[src/rtl/add_round_key_seq_if.sv]
// Handshake bundle for the AddRoundKey stage.
//   in_valid / in_ready / in_data     : state words arriving from MixColumns
//   out_valid / out_ready / out_data  : state XOR round key
//   out_round                         : index (0..10) of the round key applied
// The slave modport is the stage itself; master is the upstream/downstream side.
interface add_round_key_seq_if;
    logic         in_valid;
    logic         in_ready;
    logic [127:0] in_data;
    logic         out_valid;
    logic         out_ready;
    logic [127:0] out_data;
    logic [3:0]   out_round;

    modport slave (
        input  in_valid, in_data, out_ready,
        output in_ready, out_valid, out_data, out_round
    );

    modport master (
        output in_valid, in_data, out_ready,
        input  in_ready, out_valid, out_data, out_round
    );
endinterface

[src/rtl/add_round_key_seq.sv]
// AES-128 AddRoundKey stage with on-the-fly key expansion.
// Each accepted 128-bit state is XORed with the current round key and issued on
// a registered valid/ready output. After every accept the next round key is
// derived over two cycles (EXP1: SubWord/RotWord/Rcon, EXP2: word chaining).
// One key serves rounds 0..10; afterwards the block waits for a new key_load.
// Ports:
//   clk, rst_n   : clock, asynchronous active-low reset
//   key_load     : one-cycle pulse, loads key_in as round key 0 (highest priority)
//   key_in       : cipher key, w0 = [127:96]
//   bus          : handshake bundle (slave side)
//   busy         : key loaded and rounds remaining

// Combinational AES S-box: multiplicative inverse in GF(2^8) followed by the
// affine transform. The inverse is x^254, built from the squares x^2..x^128.
module sbox (
    input  logic [7:0] in_byte,
    output logic [7:0] out_byte
);
    function automatic logic [7:0] gf_mul(input logic [7:0] a, input logic [7:0] b);
        logic [7:0] p;
        logic [7:0] aa;
        p  = 8'h00;
        aa = a;
        for (int i = 0; i < 8; i++) begin
            if (b[i]) p = p ^ aa;
            aa = {aa[6:0], 1'b0} ^ (aa[7] ? 8'h1b : 8'h00);
        end
        return p;
    endfunction

    logic [7:0] sq [1:7];
    logic [7:0] inv;

    always_comb begin
        sq[1] = gf_mul(in_byte, in_byte);
        for (int i = 2; i <= 7; i++) begin
            sq[i] = gf_mul(sq[i-1], sq[i-1]);
        end
        // 2+4+8+16+32+64+128 = 254; zero maps to zero as required
        inv = sq[1];
        for (int i = 2; i <= 7; i++) begin
            inv = gf_mul(inv, sq[i]);
        end
        out_byte = inv ^ {inv[6:0], inv[7]} ^ {inv[5:0], inv[7:6]}
                 ^ {inv[4:0], inv[7:5]} ^ {inv[3:0], inv[7:4]} ^ 8'h63;
    end
endmodule

module add_round_key_seq (
    input  logic                 clk,
    input  logic                 rst_n,
    input  logic                 key_load,
    input  logic [127:0]         key_in,
    add_round_key_seq_if.slave   bus,
    output logic                 busy
);
    typedef enum logic [2:0] {IDLE, READY, EXP1, EXP2, DONE} state_t;

    state_t       state_reg;
    logic [127:0] rk_reg;
    logic [3:0]   round_reg;
    logic [7:0]   rcon_reg;
    logic [31:0]  t_reg;
    logic         out_valid_reg;
    logic [127:0] out_data_reg;
    logic [3:0]   out_round_reg;

    logic         in_ready;
    logic         accept;
    logic [31:0]  rot_word;
    logic [31:0]  sub_word;
    logic [127:0] rk_next;

    // No path from in_valid: only state, the output register, out_ready, key_load.
    assign in_ready = (state_reg == READY) && !key_load
                    && (!out_valid_reg || bus.out_ready);
    assign accept   = bus.in_valid && in_ready;

    assign bus.in_ready  = in_ready;
    assign bus.out_valid = out_valid_reg;
    assign bus.out_data  = out_data_reg;
    assign bus.out_round = out_round_reg;
    assign busy = (state_reg == READY) || (state_reg == EXP1) || (state_reg == EXP2);

    // RotWord of the last key word, then SubWord through four S-boxes
    assign rot_word = {rk_reg[23:0], rk_reg[31:24]};

    genvar gi;
    generate
        for (gi = 0; gi < 4; gi++) begin : g_sbox
            sbox u_sbox (
                .in_byte  (rot_word[8*gi +: 8]),
                .out_byte (sub_word[8*gi +: 8])
            );
        end
    endgenerate

    // Word chaining of the key schedule: each new word folds in the previous one
    always_comb begin
        rk_next[127:96] = rk_reg[127:96] ^ t_reg;
        rk_next[95:64]  = rk_reg[95:64]  ^ rk_next[127:96];
        rk_next[63:32]  = rk_reg[63:32]  ^ rk_next[95:64];
        rk_next[31:0]   = rk_reg[31:0]   ^ rk_next[63:32];
    end

    always_ff @(posedge clk or negedge rst_n) begin
        if (!rst_n) begin
            state_reg     <= IDLE;
            rk_reg        <= '0;
            round_reg     <= '0;
            rcon_reg      <= 8'h01;
            t_reg         <= '0;
            out_valid_reg <= 1'b0;
            out_data_reg  <= '0;
            out_round_reg <= '0;
        end else if (key_load) begin
            // Restart with the new key; any pending output is discarded
            state_reg     <= READY;
            rk_reg        <= key_in;
            round_reg     <= '0;
            rcon_reg      <= 8'h01;
            out_valid_reg <= 1'b0;
        end else begin
            // Output register: refill wins over drain in the same cycle
            if (accept) begin
                out_data_reg  <= bus.in_data ^ rk_reg;
                out_round_reg <= round_reg;
                out_valid_reg <= 1'b1;
            end else if (out_valid_reg && bus.out_ready) begin
                out_valid_reg <= 1'b0;
            end

            unique case (state_reg)
                READY: begin
                    if (accept) begin
                        state_reg <= (round_reg == 4'd10) ? DONE : EXP1;
                    end
                end
                EXP1: begin
                    t_reg     <= sub_word ^ {rcon_reg, 24'h0};
                    state_reg <= EXP2;
                end
                EXP2: begin
                    rk_reg    <= rk_next;
                    round_reg <= round_reg + 4'd1;
                    rcon_reg  <= {rcon_reg[6:0], 1'b0} ^ (rcon_reg[7] ? 8'h1b : 8'h00);
                    state_reg <= READY;
                end
                default: begin
                    // IDLE and DONE hold until key_load
                    state_reg <= state_reg;
                end
            endcase
        end
    end
endmodule

[src/flat_wrapper.sv]
// flat-port wrapper written by rule: the top's interface ports become plain ports
module add_round_key_seq_flat 
  (clk, rst_n, key_load, key_in, busy, bus_in_valid, bus_in_data, bus_out_ready, bus_in_ready, bus_out_valid, bus_out_data, bus_out_round);
  add_round_key_seq_if bus_i ();
  input  logic clk;
  input  logic rst_n;
  input  logic key_load;
  input  logic [127:0] key_in;
  output logic busy;
  input wire logic [$bits(bus_i.in_valid)-1:0] bus_in_valid;
  input wire logic [$bits(bus_i.in_data)-1:0] bus_in_data;
  input wire logic [$bits(bus_i.out_ready)-1:0] bus_out_ready;
  output wire logic [$bits(bus_i.in_ready)-1:0] bus_in_ready;
  output wire logic [$bits(bus_i.out_valid)-1:0] bus_out_valid;
  output wire logic [$bits(bus_i.out_data)-1:0] bus_out_data;
  output wire logic [$bits(bus_i.out_round)-1:0] bus_out_round;
  assign bus_i.in_valid = bus_in_valid;
  assign bus_i.in_data = bus_in_data;
  assign bus_i.out_ready = bus_out_ready;
  assign bus_in_ready = bus_i.in_ready;
  assign bus_out_valid = bus_i.out_valid;
  assign bus_out_data = bus_i.out_data;
  assign bus_out_round = bus_i.out_round;
  add_round_key_seq u_core (.clk(clk), .rst_n(rst_n), .key_load(key_load), .key_in(key_in), .bus(bus_i), .busy(busy));
endmodule
[config.mk]
export PLATFORM = sky130hd
export DESIGN_NAME = add_round_key_seq_flat
export DESIGN_NICKNAME = d
export VERILOG_FILES = /design/src/rtl/add_round_key_seq_if.sv /design/src/rtl/add_round_key_seq.sv /design/src/flat_wrapper.sv
export SDC_FILE = /design/constraint.sdc
export NUM_CORES = 2
export LEC_CHECK = 0
export BUFFER_PORTS_ARGS = -buffer_cell sky130_fd_sc_hd__buf_2
export CAP_MARGIN = 20
export CORE_UTILIZATION = 35
export CTS_CLUSTER_DIAMETER = 30
export DETAILED_ROUTE_END_ITERATION = 8
export SYNTH_ARGS = -nofsm -noshare
export SYNTH_HDL_FRONTEND = slang
export SYNTH_HIERARCHICAL = 1
export SYNTH_SLANG_ARGS = --single-unit
[constraint.sdc]
create_clock -name clk -period 21 [get_ports clk]
set_clock_uncertainty 0.2 [all_clocks]
set_input_delay 1.05 -clock clk [delete_from_list [all_inputs] [get_ports clk]]
set_output_delay 1.05 -clock clk [all_outputs]
set_load 0.01 [all_outputs]
Yosys cells after proc, flatten, opt, wreduce, memory -nomap -nowiden
Cells that the tools add are included.

word-level totals
  bits in registers = 308
  input port bits = 261
  output and inout port bits = 135
  word-level logic and storage cells = 1,523

operators by class
  add/sub/neg operators = 1
  eq/ne operators = 5
  multiplexer cells = 766
  bitwise operators = 728
  reduce and logical (&&, ||, !) cells = 15

operators by type and width
  operator                                       count
  two-way mux 8 bit                              418
  XOR 8 bit                                      381
  XOR 8 x 5 -> 8 bit                             336
  two-way mux 5 bit                              337
  two-way mux 128 bit                            2
  XOR 32 bit                                     5
  XOR 128 bit                                    1
  inverter 4 bit                                 4
  two-way mux 3 bit                              3
  one-hot mux 3 bit (3 select lines)             1
  two-way mux 4 bit                              2
  == test 3 x 2 -> 1 bit, second input constant  2
  AND reduction 2 bit                            3
  adder 4 x 1 -> 4 bit, second input constant    1
  == test 4 bit, second input constant           1
  logical AND 1 bit                              4
  nonzero test 4 bit                             1
  == test 3 x 1 -> 1 bit, second input constant  1
  logical OR 1 bit                               3
  two-way mux 1 bit                              3
  != test 3 x 2 -> 1 bit, second input constant  1
  nonzero test 3 bit                             1
  zero test 1 bit                                2
  nonzero test 2 bit                             1
  inverter 1 bit                                 1

Logic depth before layout (Yosys ltp)
  depth after elaboration = 133
  depth in mapped cells = 61
  gate-level depth less buffers = 52

By module
The synthesis kept the hierarchy.

modules (own cells, without submodules)
  module             times used  cells an instance  area an instance (sq um)  sequential area each (sq um)
  sbox               4           1,942              15,220.8                  0.0
  add_round_key_seq  1           1,525              15,259.6                  7,708.6

Least setup slack after synthesis
Ideal clock, no wire load.

  path type = register to register
  start = register u_core.rk_reg[23]
  end = register u_core.t_reg[24]
  library setup time = 137 ps
  data arrival time = 14,560 ps
  data required time = 20,663 ps
  slack = 6,103 ps
  stages on the path, launching flop included = 59
  buffers on the path = 7
  period minus slack after synthesis = 14,897 ps
  cell sequence = dfrtp_1 > buf_2 > buf_2 > nand2_1 > xor2_1 > inv_2 > buf_1 > clkbuf_1 > ha_1 > buf_1 > nand2_1 > xor2_1 > xnor2_1 > clkinv_1 > buf_1 > ha_1 > xnor2_1 > nand2_1 > [... 23 more ...] > mux2_2 > a32oi_1 > nand3_1 > a311o_1 > o211a_1 > a21oi_1 > xnor2_4 > inv_2 > xnor2_2 > xor2_2 > nor2_1 > xnor3_1 > xnor2_1 > xnor3_1 > xnor3_1 > xnor2_1 > xnor2_1 > a21oi_1

on the way
  longest elaborated chain between the ends = 130
  elaborated cells on any way between the ends = 365
  those cells by class = 184 x mux; 181 x bitwise

ends and longest elaborated chain
  element                                                 line                                              RTL
  from (decl)                                             add_round_key_seq.sv:60                           logic [127:0] rk_reg;
  from (signal assigned)                                  add_round_key_seq.sv:119                          rk_reg <= key_in;
  from (signal assigned)                                  add_round_key_seq.sv:144                          rk_reg <= rk_next;
  two-way mux 5 bit or two-way mux 8 bit (tied branches)  add_round_key_seq.sv:26, add_round_key_seq.sv:25
  XOR 8 x 5 -> 8 bit or XOR 8 bit (tied branches)         add_round_key_seq.sv:26, add_round_key_seq.sv:25
  XOR 8 bit or two-way mux 8 bit (tied branches)          add_round_key_seq.sv:25                           if (b[i]) p = p ^ aa;
  two-way mux 8 bit or XOR 8 bit (tied branches)          add_round_key_seq.sv:25
  XOR 8 bit or two-way mux 8 bit (tied branches)          add_round_key_seq.sv:25
  two-way mux 8 bit or XOR 8 bit (tied branches)          add_round_key_seq.sv:25
  XOR 8 bit or two-way mux 8 bit (tied branches)          add_round_key_seq.sv:25
  two-way mux 8 bit or XOR 8 bit (tied branches)          add_round_key_seq.sv:25
  [... 114 more ...]                                      -
  XOR 8 bit                                               add_round_key_seq.sv:25
  two-way mux 8 bit *                                     add_round_key_seq.sv:25
  XOR 8 bit (2 in series)                                 add_round_key_seq.sv:44                           out_byte = inv ^ {inv[6:0], inv[7]} ^ {inv[5:0], inv[7:6]}
  XOR 8 bit                                               add_round_key_seq.sv:45                           ^ {inv[4:0], inv[7:5]} ^ {inv[3:0], inv[7:4]} ^ 8'h63;
  XOR 8 bit *                                             add_round_key_seq.sv:45
  inverter 4 bit (no line) *                              -
  via u_core.sub_word[24]                                 add_round_key_seq.sv:71                           logic [31:0] sub_word;
  XOR 32 bit *                                            add_round_key_seq.sv:140                          t_reg <= sub_word ^ {rcon_reg, 24'h0};
  to (signal assigned)                                    add_round_key_seq.sv:140
  to (decl)                                               add_round_key_seq.sv:63                           logic [31:0] t_reg;

Mark *: on every way through the listed nets, which the timed path passes. The rest lies on a longest branch.
A chain may end at the register's enable or synchronous reset.

Final worst setup path
  start = register u_core.rk_reg[31]
  end = register u_core.t_reg[0]

The elaborated chain is that of the path after synthesis.

==> results.py <==
metrics = {
    "synthesis": {
        "synth-edff-count": 0,
        "async_flop_share": 1.00,
        "synth_nets": 9584,
        "synth_area_leader_cell": "xnor2_1",
        "syn_area_um2": 76100,
        "syn_area_per_cell_um2": 8.19,
        "synthFlopType": "dfrtp_1",
        "synthDistinctLibCells": 117,
        "ys_ff_latch": 308,
        "yosysTopAreaCellShare": 0.187,
        "ys_warn_count": 6,
        "netlist_top_cells_area": "xnor2_1 19%, xnor3_1 11%, dfrtp_1 10%",
        "syn_inst": 9293,
        "yosysSeqAreaShare": 0.101,
    },
    "clock_network": {
        "clk_pin_slew_worst_paths_ns": 0.05,
        "ctsHoldBuffers": 0,
        "cts_tree": "yes",
        "postCtsResizedCells": 0,
        "clk_latency_ns": 0.70,
        "cts.path.max_buffers": 3,
        "post_cts_buffers": 0,
        "root_buffer": "clkbuf_16",
        "cts_buffers": 77,
        "cts_num_sinks": 308,
        "htree_levels": 3,
    },
    "worst_setup_path": {
        "reg2reg_from": "u_core/rk_reg[31]$_DFFE_PN0P_",
        "cp_max_fo": 27,
        "cp_slowest_cell": "dfrtp_1",
        "arrival_ns": 19.08,
        "critical_path_required_ns": 21.35,
        "cp-start-kind": "flop",
        "cpPeakStageDelay_ns": 0.97,
        "ff2ff_path_depth": 49,
        "cp-end-kind": "flop",
        "r2r_end": "u_core/t_reg[0]$_DFFE_PN0P_",
        "crit_top_cell": "xnor3_1",
        "criticalPathCategory": "flop to flop",
        "rrSetupSlack_ns": 2.27,
    },
    "global_route": {
        "grt_pass1_wl_mm": 378,
        "grt_start_max_net_pins": 145,
        "grt_util_all_layers": 0.214,
        "first_global_vias": 64600,
        "antenna_found_initial": 14,
        "overflow": 0,
    },
    "run": {
        "drv_cap": 0,
    },
    "timing": {
        "period_minus_slack_ns": 18.73,
        "slew-limit-headroom": 0.228,
        "grt_setup_unrepaired": "no",
        "worst_pin_slew_ns": 1.15,
        "min_period_over_period": 0.892,
        "report.final.slew_viol_count": 0,
        "setup_slack_ns": 2.27,
        "timing.final.hold_violations": 0,
        "finalSetupTns_ns": 0,
        "max_freq_mhz": 53.4,
        "setup_viol": 0,
    },
    "placed_design": {
        "io_buffers": 395,
        "gp_congestion": 0.920,
        "dpl.hpwl_mm": 181,
        "pre_cts_ws_ns": 2.60,
    },
    "layout": {
        "drive_gt1_frac": 0.152,
        "fin_util": 0.388,
        "multiInputGateArea_um2": 65400,
        "register_area_um2": 7710,
        "nFillCells": 21699,
        "syn_to_final_growth_pct": 9.84,
        "nNetsFinal": 9659,
    },
    "floorplan": {
        "start_util": 0.353,
        "die_y_um": 468,
        "num_io_pins": 396,
        "coreArea_um2": 215000,
        "die_w_um": 468,
        "row_count": 170,
        "die-area_um2": 219000,
    },
    "route": {
        "routedWlPerCell_um": 19.8,
        "first_iter_violations": 5656,
        "drc": 0,
        "firstDrtPassIters": 6,
        "vias": 68013,
        "drtAntennaViolNets": 0,
        "viasPerCell": 5.54,
        "routed_wl_mm": 244,
    },
    "min_path": {
        "hp-class": "input pin to asynchronous set/reset pin",
    },
    "status": {
        "status": "completed",
    },
}
-- routing by layer --
metal  share of wire  track usage
met3           0.053       0.0203
met4           0.041       0.0919
met1            0.43        0.278
met2            0.48        0.360
met5         0.00011            0
-- how the worst max path moves through the flow --
stage | start | end | slack [ns] | cells past startpoint
final | u_core/rk_reg[31]$_DFFE_PN0P_ | u_core/t_reg[0]$_DFFE_PN0P_ | 2.27 | 49
after global placement | u_core/rk_reg[14]$_DFFE_PN0P_ | u_core/t_reg[16]$_DFFE_PN0P_ | 2.85 | 48
after detailed placement | u_core/rk_reg[31]$_DFFE_PN0P_ | u_core/t_reg[0]$_DFFE_PN0P_ | 2.60 | 49
after CTS | u_core/rk_reg[31]$_DFFE_PN0P_ | u_core/t_reg[0]$_DFFE_PN0P_ | 2.52 | 49
after global routing | u_core/rk_reg[31]$_DFFE_PN0P_ | u_core/t_reg[0]$_DFFE_PN0P_ | 1.40 | 49
after floorplan | u_core/rk_reg[23]$_DFFE_PN0P_ | u_core/t_reg[24]$_DFFE_PN0P_ | 6.10 | 58
-- metrics by stage --
stage | hold slack (ns) | std cells | instance area (um2)
CTS | 0.263 | 12261 | 83600
finish | 0.256 | 12283 | 83600
global placement | 0.291 | 12123 | 80900
floorplan | 0.289 | 9293 | 76100
detailed placement | 0.291 | 12123 | 80900
global route | 0.304 | 12280 | 83600
-- synth_stat cells (all sizes together), types with 21 or more instances --
library cell and count:
xnor2 1849, nor2 1345, nand2 940, xor2 485
a21oi 455, xnor3 432, o21ai 429, buf 333
clkbuf 318, dfrtp 307, mux2i 240, nor3 221
nand3 185, o22ai 112, a31oi 101, nand2b 96
inv 81, nor2b 81, mux2 80, a22oi 76
or3 76, a211oi 63, and2 60, xor3 60
nand4 57, nor4 57, o211ai 48, o31ai 48
a32oi 40, o21a 40, and3 32, ha 30
a211o 28, or2 28, a21o 25, o32ai 24
or4 24, nand3b 21, o221ai 21
-- critical path, delay by kind of cell, from the launching register on --
family	cells	cell delay [ns]
multiplexers	2	0.55
AO/OA/AOI/OAI	5	1.28
buffers and inverters	3	1.15
flip-flops	1	0.97
AND/OR/NAND/NOR	9	1.91
XOR/XNOR	27	10.74
adder cells (fa/ha/maj)	3	1.73
-- placed cells by master (no fill, tap or decap), types with 108 or more instances in the layout --
cell and n:
xnor2_1 1580, nor2_1 1317, nand2_1 936, a21oi_1 447
xor2_1 413, buf_2 393, xnor3_1 388, o21ai_0 345
dfrtp_1 307, buf_4 251, mux2i_1 232, xnor2_2 225
nor3_1 209, nand3_1 185, o22ai_1 108
-- cell type report --
class | count | area share
clock inverter | 41 | 0.00709
inverter | 89 | 0.00402
clock buffer | 97 | 0.0251
antenna | 18 | 0.000539
multi-input combinational | 8245 | 0.782
sequential | 308 | 0.0922
timing repair buffer | 647 | 0.0466
tap | 2838 | 0.0425
-- kinds of logic (layout without fill, tap and decap cells) --
family	Yosys count	in the layout	synth area share
xor gates and xnor gates	2826	2826	0.453
muxes	320	320	0.0447
other	0	18	0
and+or+nand+nor	3278	3278	0.193
buffers and inverters	740	874	0.0458
DFF	308	308	0.101
adders and majority gates	34	34	0.00546
AOI/OAI and AO/OA	1787	1787	0.157
Power is left out: the tool's default activity adds up to more than one toggle a clock period on the data nets, which glitch-free logic cannot reach.
